--- config.mk ---
export PLATFORM = sky130hd
export DESIGN_NAME = calc_share_arbiter_flat
export DESIGN_NICKNAME = d
export VERILOG_FILES = /design/src/rtl/calc_share_arbiter_if.sv /design/src/rtl/calc_share_arbiter.sv /design/src/flat_wrapper.sv
export SDC_FILE = /design/constraint.sdc
export NUM_CORES = 1
export LEC_CHECK = 0
export BUFFER_PORTS_ARGS = -buffer_cell sky130_fd_sc_hd__buf_2
export CAP_MARGIN = 25
export CORE_ASPECT_RATIO = 0.6
export CORE_MARGIN = 10
export CORE_UTILIZATION = 45
export CTS_CLUSTER_DIAMETER = 40
export CTS_CLUSTER_SIZE = 40
export DETAILED_ROUTE_END_ITERATION = 7
export PLACE_DENSITY = 0.78
export SLEW_MARGIN = 20
export SYNTH_ARGS = -nofsm -noshare
export SYNTH_HDL_FRONTEND = slang
export SYNTH_SLANG_ARGS = --single-unit
export TNS_END_PERCENT = 1
--- constraint.sdc ---
create_clock -name clk -period 1.72 [get_ports clk]
set_input_delay 0.172 -clock clk [delete_from_list [all_inputs] [get_ports clk]]
set_output_delay 0.172 -clock clk [all_outputs]
set_load 0.02 [all_outputs]
--- src/rtl/calc_share_arbiter_if.sv ---
// Bundle of requester, result and calculator-core signals for calc_share_arbiter.
// The slave view belongs to the arbiter; the master view belongs to the surrounding environment.
interface calc_share_arbiter_if #(
  parameter int DW  = 3,
  parameter int OPW = 3,
  parameter int RW  = 7
);
  logic           req0;
  logic           req1;
  logic [DW-1:0]  a0;
  logic [DW-1:0]  a1;
  logic [DW-1:0]  b0;
  logic [DW-1:0]  b1;
  logic [OPW-1:0] op0;
  logic [OPW-1:0] op1;
  logic           ms0;
  logic           ms1;
  logic           gnt0;
  logic           gnt1;
  logic           done0;
  logic           done1;
  logic [RW-1:0]  res0;
  logic [RW-1:0]  res1;
  logic           busy;
  logic [DW-1:0]  calc_a;
  logic [DW-1:0]  calc_b;
  logic [OPW-1:0] calc_op;
  logic           calc_ms;
  logic           calc_equal;
  logic [RW-1:0]  calc_c;

  modport slave (
    input  req0, req1, a0, a1, b0, b1, op0, op1, ms0, ms1, calc_c,
    output gnt0, gnt1, done0, done1, res0, res1, busy,
           calc_a, calc_b, calc_op, calc_ms, calc_equal
  );

  modport master (
    output req0, req1, a0, a1, b0, b1, op0, op1, ms0, ms1, calc_c,
    input  gnt0, gnt1, done0, done1, res0, res1, busy,
           calc_a, calc_b, calc_op, calc_ms, calc_equal
  );
endinterface

--- src/rtl/calc_share_arbiter.sv ---
// Round-robin sharing of one calculator core between two requesters.
// Each transaction is issued, waited on for CALC_LAT cycles, and its result returned with a done pulse.
module calc_share_arbiter #(
  parameter int DW       = 3,
  parameter int OPW      = 3,
  parameter int RW       = 7,
  parameter int CALC_LAT = 2
) (
  input logic                  clk,
  input logic                  reset,
  calc_share_arbiter_if.slave  bus
);

  localparam int CW = (CALC_LAT > 1) ? $clog2(CALC_LAT) : 1;

  typedef enum logic [1:0] {
    IDLE  = 2'd0,
    ISSUE = 2'd1,
    WAIT  = 2'd2,
    RESP  = 2'd3
  } state_e;

  state_e         state_q, state_d;
  logic           rrPtr_q, rrPtr_d;
  logic           win_q, win_d;
  logic [CW-1:0]  cnt_q, cnt_d;
  logic [DW-1:0]  calcA_q, calcA_d;
  logic [DW-1:0]  calcB_q, calcB_d;
  logic [OPW-1:0] calcOp_q, calcOp_d;
  logic           calcMs_q, calcMs_d;
  logic [RW-1:0]  res0_q, res0_d;
  logic [RW-1:0]  res1_q, res1_d;
  logic           pick;

  always_ff @(posedge clk) begin
    if (reset) begin
      state_q  <= IDLE;
      rrPtr_q  <= 1'b0;
      win_q    <= 1'b0;
      cnt_q    <= '0;
      calcA_q  <= '0;
      calcB_q  <= '0;
      calcOp_q <= '0;
      calcMs_q <= 1'b0;
      res0_q   <= '0;
      res1_q   <= '0;
    end else begin
      state_q  <= state_d;
      rrPtr_q  <= rrPtr_d;
      win_q    <= win_d;
      cnt_q    <= cnt_d;
      calcA_q  <= calcA_d;
      calcB_q  <= calcB_d;
      calcOp_q <= calcOp_d;
      calcMs_q <= calcMs_d;
      res0_q   <= res0_d;
      res1_q   <= res1_d;
    end
  end

  // Requester inputs are only looked at in IDLE; the latched operands then stay frozen until the next grant.
  always_comb begin
    state_d  = state_q;
    rrPtr_d  = rrPtr_q;
    win_d    = win_q;
    cnt_d    = cnt_q;
    calcA_d  = calcA_q;
    calcB_d  = calcB_q;
    calcOp_d = calcOp_q;
    calcMs_d = calcMs_q;
    res0_d   = res0_q;
    res1_d   = res1_q;
    pick     = (bus.req0 && bus.req1) ? rrPtr_q : bus.req1;

    case (state_q)
      IDLE: begin
        if (bus.req0 || bus.req1) begin
          win_d    = pick;
          rrPtr_d  = ~pick;
          calcA_d  = pick ? bus.a1  : bus.a0;
          calcB_d  = pick ? bus.b1  : bus.b0;
          calcOp_d = pick ? bus.op1 : bus.op0;
          calcMs_d = pick ? bus.ms1 : bus.ms0;
          state_d  = ISSUE;
        end
      end
      ISSUE: begin
        cnt_d   = CW'(CALC_LAT - 1);
        state_d = WAIT;
      end
      WAIT: begin
        if (cnt_q == '0) begin
          if (win_q) begin
            res1_d = bus.calc_c;
          end else begin
            res0_d = bus.calc_c;
          end
          state_d = RESP;
        end else begin
          cnt_d = cnt_q - CW'(1);
        end
      end
      RESP: begin
        state_d = IDLE;
      end
      default: begin
        state_d = IDLE;
      end
    endcase
  end

  assign bus.gnt0       = (state_q == ISSUE) && !win_q;
  assign bus.gnt1       = (state_q == ISSUE) &&  win_q;
  assign bus.done0      = (state_q == RESP)  && !win_q;
  assign bus.done1      = (state_q == RESP)  &&  win_q;
  assign bus.calc_equal = (state_q == ISSUE);
  assign bus.busy       = (state_q != IDLE);
  assign bus.calc_a     = calcA_q;
  assign bus.calc_b     = calcB_q;
  assign bus.calc_op    = calcOp_q;
  assign bus.calc_ms    = calcMs_q;
  assign bus.res0       = res0_q;
  assign bus.res1       = res1_q;

  // Only one requester can ever own the core at a time.
  gntExclusive: assert property (@(posedge clk) disable iff (reset) !(bus.gnt0 && bus.gnt1));
  doneExclusive: assert property (@(posedge clk) disable iff (reset) !(bus.done0 && bus.done1));

endmodule

--- src/flat_wrapper.sv ---
// flat-port wrapper written by rule: the top's interface ports become plain ports
module calc_share_arbiter_flat 
#(
  parameter int DW       = 3,
  parameter int OPW      = 3,
  parameter int RW       = 7,
  parameter int CALC_LAT = 2
)
  (clk, reset, bus_req0, bus_req1, bus_a0, bus_a1, bus_b0, bus_b1, bus_op0, bus_op1, bus_ms0, bus_ms1, bus_calc_c, bus_gnt0, bus_gnt1, bus_done0, bus_done1, bus_res0, bus_res1, bus_busy, bus_calc_a, bus_calc_b, bus_calc_op, bus_calc_ms, bus_calc_equal);
  calc_share_arbiter_if #(.DW(DW), .OPW(OPW), .RW(RW)) bus_i ();
  input logic clk;
  input logic reset;
  input wire logic [$bits(bus_i.req0)-1:0] bus_req0;
  input wire logic [$bits(bus_i.req1)-1:0] bus_req1;
  input wire logic [$bits(bus_i.a0)-1:0] bus_a0;
  input wire logic [$bits(bus_i.a1)-1:0] bus_a1;
  input wire logic [$bits(bus_i.b0)-1:0] bus_b0;
  input wire logic [$bits(bus_i.b1)-1:0] bus_b1;
  input wire logic [$bits(bus_i.op0)-1:0] bus_op0;
  input wire logic [$bits(bus_i.op1)-1:0] bus_op1;
  input wire logic [$bits(bus_i.ms0)-1:0] bus_ms0;
  input wire logic [$bits(bus_i.ms1)-1:0] bus_ms1;
  input wire logic [$bits(bus_i.calc_c)-1:0] bus_calc_c;
  output wire logic [$bits(bus_i.gnt0)-1:0] bus_gnt0;
  output wire logic [$bits(bus_i.gnt1)-1:0] bus_gnt1;
  output wire logic [$bits(bus_i.done0)-1:0] bus_done0;
  output wire logic [$bits(bus_i.done1)-1:0] bus_done1;
  output wire logic [$bits(bus_i.res0)-1:0] bus_res0;
  output wire logic [$bits(bus_i.res1)-1:0] bus_res1;
  output wire logic [$bits(bus_i.busy)-1:0] bus_busy;
  output wire logic [$bits(bus_i.calc_a)-1:0] bus_calc_a;
  output wire logic [$bits(bus_i.calc_b)-1:0] bus_calc_b;
  output wire logic [$bits(bus_i.calc_op)-1:0] bus_calc_op;
  output wire logic [$bits(bus_i.calc_ms)-1:0] bus_calc_ms;
  output wire logic [$bits(bus_i.calc_equal)-1:0] bus_calc_equal;
  assign bus_i.req0 = bus_req0;
  assign bus_i.req1 = bus_req1;
  assign bus_i.a0 = bus_a0;
  assign bus_i.a1 = bus_a1;
  assign bus_i.b0 = bus_b0;
  assign bus_i.b1 = bus_b1;
  assign bus_i.op0 = bus_op0;
  assign bus_i.op1 = bus_op1;
  assign bus_i.ms0 = bus_ms0;
  assign bus_i.ms1 = bus_ms1;
  assign bus_i.calc_c = bus_calc_c;
  assign bus_gnt0 = bus_i.gnt0;
  assign bus_gnt1 = bus_i.gnt1;
  assign bus_done0 = bus_i.done0;
  assign bus_done1 = bus_i.done1;
  assign bus_res0 = bus_i.res0;
  assign bus_res1 = bus_i.res1;
  assign bus_busy = bus_i.busy;
  assign bus_calc_a = bus_i.calc_a;
  assign bus_calc_b = bus_i.calc_b;
  assign bus_calc_op = bus_i.calc_op;
  assign bus_calc_ms = bus_i.calc_ms;
  assign bus_calc_equal = bus_i.calc_equal;
  calc_share_arbiter #(.DW(DW), .OPW(OPW), .RW(RW), .CALC_LAT(CALC_LAT)) u_core (.clk(clk), .reset(reset), .bus(bus_i));
endmodule
* Word-level counts from Yosys, hierarchy flattened
Index checks and enable logic that the tools add are counted.
** Operators by class
- $add $sub $neg :: 1
- Equal/unequal tests :: 5
- Mux-type cells :: 10
- Bitwise gates (word level) :: 3
- Reduce and logical (&&, ||, !) cells :: 14
** Operators with widths (number)
- $mux W3 :: 3
- $pmux W2 S4 :: 1
- $reduce_and A3 Y1 :: 2
- $logic_and A1 B1 Y1 :: 5
- $eq A2 B2 Y1 const B :: 2
- $mux W2 :: 2
- $reduce_and A2 Y1 :: 2
- $reduce_bool A2 Y1 :: 2
- $mux W1 :: 3
- $not A1 Y1 :: 3
- $eq A2 B1 Y1 const B :: 1
- $logic_not A2 Y1 :: 1
- $ne A2 B1 Y1 const B :: 1
- $ne A2 B2 Y1 const B :: 1
- $pmux W1 S2 :: 1
- $logic_not A1 Y1 :: 1
- $logic_or A1 B1 Y1 :: 1
- $sub A1 B1 Y1 const B :: 1
** Storage, ports and cells
- Bits in registers :: 29
- Word-level logic and storage cells :: 43

* Depth between registers and ports, before layout
- Depth after elaboration :: 3
- Mapped depth :: 7
- Mapped depth without buffers :: 5

* Least setup slack after synthesis
OpenSTA, ideal clock, no wires.
- Kind :: flip-flop to flip-flop
- Start :: register u_core.state_q[0]
- End :: register u_core.calcA_q[0], in the netlist u_core.bus.calc_a[0]
- Setup time :: 91 ps
- Arrival time :: 1248 ps
- Required time :: 1629 ps
- Path slack :: 381 ps
- Cell stages (with the launch flop) :: 7
- Buffers on the path :: 2
- Clock period less this slack :: 1339 ps
- Cells stage by stage :: dfxtp_1 > inv_1 > ha_1 > buf_2 > o21a_2 > buf_2 > a311oi_1
** Between the ends
- Longest elaborated chain between the ends :: 2
** Ends and longest elaborated chain
- start: declaration :: RTL line calc_share_arbiter.sv:23 : state_e state_q, state_d;
- start signal: assignment :: RTL line calc_share_arbiter.sv:48 : state_q <= state_d;
- $logic_not A2 Y1 :: RTL line calc_share_arbiter.sv:75 : case (state_q)
- $reduce_and A2 Y1 (no source line)
- end signal: assignment :: RTL line calc_share_arbiter.sv:52 : calcA_q <= calcA_d;
- end: declaration :: RTL line calc_share_arbiter.sv:27 : logic [DW-1:0] calcA_q, calcA_d;
No other way between the ends.
A chain may end at the register's enable or synchronous reset.

* Worst setup path in the final report
- Start :: register u_core.state_q[0]
- End :: register u_core.res1_q[5], in the netlist u_core.bus.res1[5]
** Between the ends
- Longest elaborated chain between the ends :: 2
** Ends and longest elaborated chain
- $eq A2 B2 Y1 :: RTL line calc_share_arbiter.sv:75
- $reduce_and A3 Y1 (no source line)
- end signal: assignment :: RTL line calc_share_arbiter.sv:57 : res1_q <= res1_d;
- end: declaration :: RTL line calc_share_arbiter.sv:32 : logic [RW-1:0] res1_q, res1_d;
No other way between the ends.

==> summary by stage <==
Clock network
The clock tree buffer depth is 2. The number of buffers inserted by post-CTS setup repair is 0. In this run, CTS created clock tree buffers numbering 5. The cell at the root of the clock tree is clkbuf_8. The depth of the CTS H-tree is 2. The number of clock sinks is 29. The later pin in the worst-skew pair is clocked with a latency of 0.28 ns. The post-cts repair resize count is 0. The post-cts hold buffer count is 0.

TritonCTS built the clock tree. Clock-pin slew was measured on the worst setup and hold paths at 0.06 ns.

Min path
In this run the worst hold path is classified as in2reg. The worst hold path terminates at u_core.bus.res1[2]. The worst hold path begins at bus_calc_c[2]. The number of cells on the worst hold path is 3.

Timing
After layout, the worst setup slack is 0.1517 ns. The maximum operating frequency is 637.6 MHz. The number of endpoints failing setup at the final stage is 0. The final hold slack is 0.1466 ns. The actual transition at the worst max-transition pin is 0.5145 ns.

The max-slew violation count is 0. Setup repair after global routing left no endpoint under its margin. The final critical-path share of the clock period is 0.9118. The total count of hold-check failures in the final report is 0. After layout, the minimum clock period comes to 1.568 ns. The worst pin sits at a relative slew slack of 0.6570. Clock skew on the completed layout was measured at 0.007235 ns. Adding up every negative setup slack in the final design gives 0 ns.

Synth
After synthesis, the mean cell area works out to 9.234 um^2. Of all flip-flops after synthesis, the portion carrying an async set or reset was 0. The unique cell type count in the Yosys netlist is 25. The number of synthesized register bits is 29.

The synthesized netlist occupies a cell area of 1311 um^2. The proportion of netlist area held by the largest area contributor is 0.4427. For this run, the number of Yosys warnings is 0.

The post-synthesis net count is 179. The share of the yosys chip area belonging to registers is 0.4427. The dominant synthesized flop cell is dfxtp_1. The number of enable-type register cells in the synthesized netlist is 0.

In the synthesized netlist, the number of instances is 142. Yosys attributes the largest share of cell area to dfxtp_1 (44%), mux2i_1 (11%), nor2_1 (8.0%). The synthesized design spends more area on one cell type than any other, namely dfxtp_1.

Floorplanning
During I/O placement, the number of pins put on the boundary was 61. The initial utilization of the core area, before any placement, comes to 0.4627. From left edge to right edge, the die measures 89.69 um.

The floorplan has 15 rows. The floorplan step set the die height to 61.82 um. The die covers 5544 um^2. The region available for standard cell placement spans 2834 um^2.

Critical path
The start-to-end type of the worst setup path is reg2reg. Along the worst path, the maximum fanout reaches 7. The arrival time at the worst endpoint is 1.72 ns. The critical path launch point type is a flop. STA classifies the critical path endpoint as a flop. The worst register-to-register path ends at u_core.bus.res1[5]. At the worst endpoint, the required time is 1.87 ns.

The worst register-to-register path has a depth of 5. The worst setup slack for register-to-register paths is 0.15 ns. The startpoint identified for the worst register-to-register timing path is u_core.state_q[0].

Route
The count of antenna-violating nets left after detailed routing is 0. Summed over all layers, the routed wires come to 3.565 mm. The first detailed-routing pass took 4 iterations. After detailed routing, the average wire length per cell comes to 14.61 um. The routed layout has 1,224 vias. Dividing the detail-routed via count by the number of cells gives 5.016. The number of violations reported at the end of detailed-routing iteration 0 is 52. For this run, design rule violations remaining after detail routing come to 0.

Layout
The total of fill cells in the finished design is 260. The core utilization of the finished layout is 0.6022. The diode insertion count for antenna repair is 0. Leaving out fill and tap cells, the most frequent cells in the layout are buf_2 (60), dfxtp_1 (29), nor2_1 (28). The finished cells cover 1707 um^2.

The synthesis-to-finish area growth is 30.15%. The commonest non-fill, non-tap cell in the layout is buf_2. The fraction of final layout cells with drive strength greater than 1 is 0.3614. In the final design database the tool counted 238 nets.

Placed design
The half-perimeter wire length after placement is 2.816 mm. The final weighted congestion in routability-driven placement is 0.8029. The count of buffers added on input and output ports is 60.

OpenSTA, run right after detailed placement, puts the worst setup slack at 0.1419 ns. After detailed placement, the total cell area comes to 1620 um^2.

Power and ir drop
VDD sags by at most 0.9575 mV. The static leakage power is 0.8481 nW. The power per cell area is 1471 nW/um^2.

Global route
The via count of the first global-routing pass is 1,181. The first global-routing pass estimated 5.444 mm of wire. The pin count of the biggest net entering global routing is 31. The global router's overall resource usage is 0.1268. For this run the aggregate overflow at the end of global routing stands at 0.

The initial antenna violation count is 0.

Outcome
The flow ran to the end, and the final reports show no timing, DRC or antenna violations.

Flow run
Across the run, the number of max-cap violations was 0.
## registers in the layout, summed over array words and instances (netlist names)
signal              cells
u_core.bus.calc_a       3
u_core.bus.calc_b       3
u_core.bus.calc_ms      1
u_core.bus.calc_op      3
u_core.bus.res0         7
u_core.bus.res1         7
u_core.cnt_q            1
u_core.rrPtr_q          1
u_core.state_q          2
u_core.win_q            1
## per-stage QoR
step | instances | power, mW
after floorplan | 142 | 1.699
after global placement | 236 | 1.956
after detailed placement | 236 | 2.002
after CTS | 244 | 2.540
after global routing | 244 | 2.689
final | 244 | 2.511
## cell type report
| type | instances | area [um^2] | share of cell area |
|---|---|---|---|
| Multi-Input combinational cell | 98 | 649.4 | 0.3805 |
| Sequential cell | 29 | 580.6 | 0.3402 |
| Timing Repair Buffer | 63 | 322.8 | 0.1891 |
| Clock buffer | 5 | 68.82 | 0.04032 |
| Tap cell | 42 | 52.55 | 0.03079 |
| Clock inverter | 3 | 17.52 | 0.01026 |
| Inverter | 4 | 15.01 | 0.008798 |
## critical path, stage by stage, from the launching register on
cell and delay (ns):
dfxtp_1 0.40, inv_1 0.11, ha_1 0.25, nand3b_1 0.37, mux2i_1 0.25, nor2_1 0.05
## worst max-delay path by stage
stage,start,end,slack (ns),cells after the start
2_1_floorplan,u_core.state_q[0],u_core.bus.calc_a[0],0.38,6
3_3_place_gp,u_core.state_q[0],u_core.bus.res1[5],0.26,5
3_5_place_dp,u_core.state_q[0],u_core.bus.res1[5],0.14,5
4_1_cts,u_core.state_q[0],u_core.bus.res1[5],0.14,5
5_1_grt,u_core.state_q[0],u_core.bus.res1[3],0.01,5
6_report,u_core.state_q[0],u_core.bus.res1[5],0.15,5
## metal layers
layer | vias up | GRT usage | wire [um] | part of all wire
met5 | - | 0 | 0 | 0
met4 | 0 | 0.06081 | 58 | 0.016
met3 | 8 | 0.06380 | 377 | 0.11
met2 | 39 | 0.1965 | 1572 | 0.44
met1 | 559 | 0.1437 | 1556 | 0.44
li1 | 618 | - | - | -
## cells by family after synthesis
logic type / Yosys count / share of synthesized area
buffers and inverters: 15 / 0.06202
AO/OA/AOI/OAI: 29 / 0.1555
flip-flops: 29 / 0.4428
multiplexers: 15 / 0.1145
AND/OR/NAND/NOR: 48 / 0.1679
adder cells (fa/ha/maj): 6 / 0.05725
## report_power, final
part / internal, mW / switching [mW]
Sequential: 0.837 / 0.112
Clock: 0.278 / 0.253
Combinational: 0.391 / 0.639
## cells in the mapped netlist, types with 2 or more instances
library cell / instances
buf_1: 2
ha_1: 6
nor2b_1: 3
nor2_1: 28
o21ai_1: 10
mux2i_1: 15
and2_1: 2
a311oi_1: 11
dfxtp_1: 29
buf_2: 5
nand2b_1: 3
nand3_1: 10
a211oi_1: 2
buf_4: 3
inv_1: 3
Power figures use the tool's default switching activity.
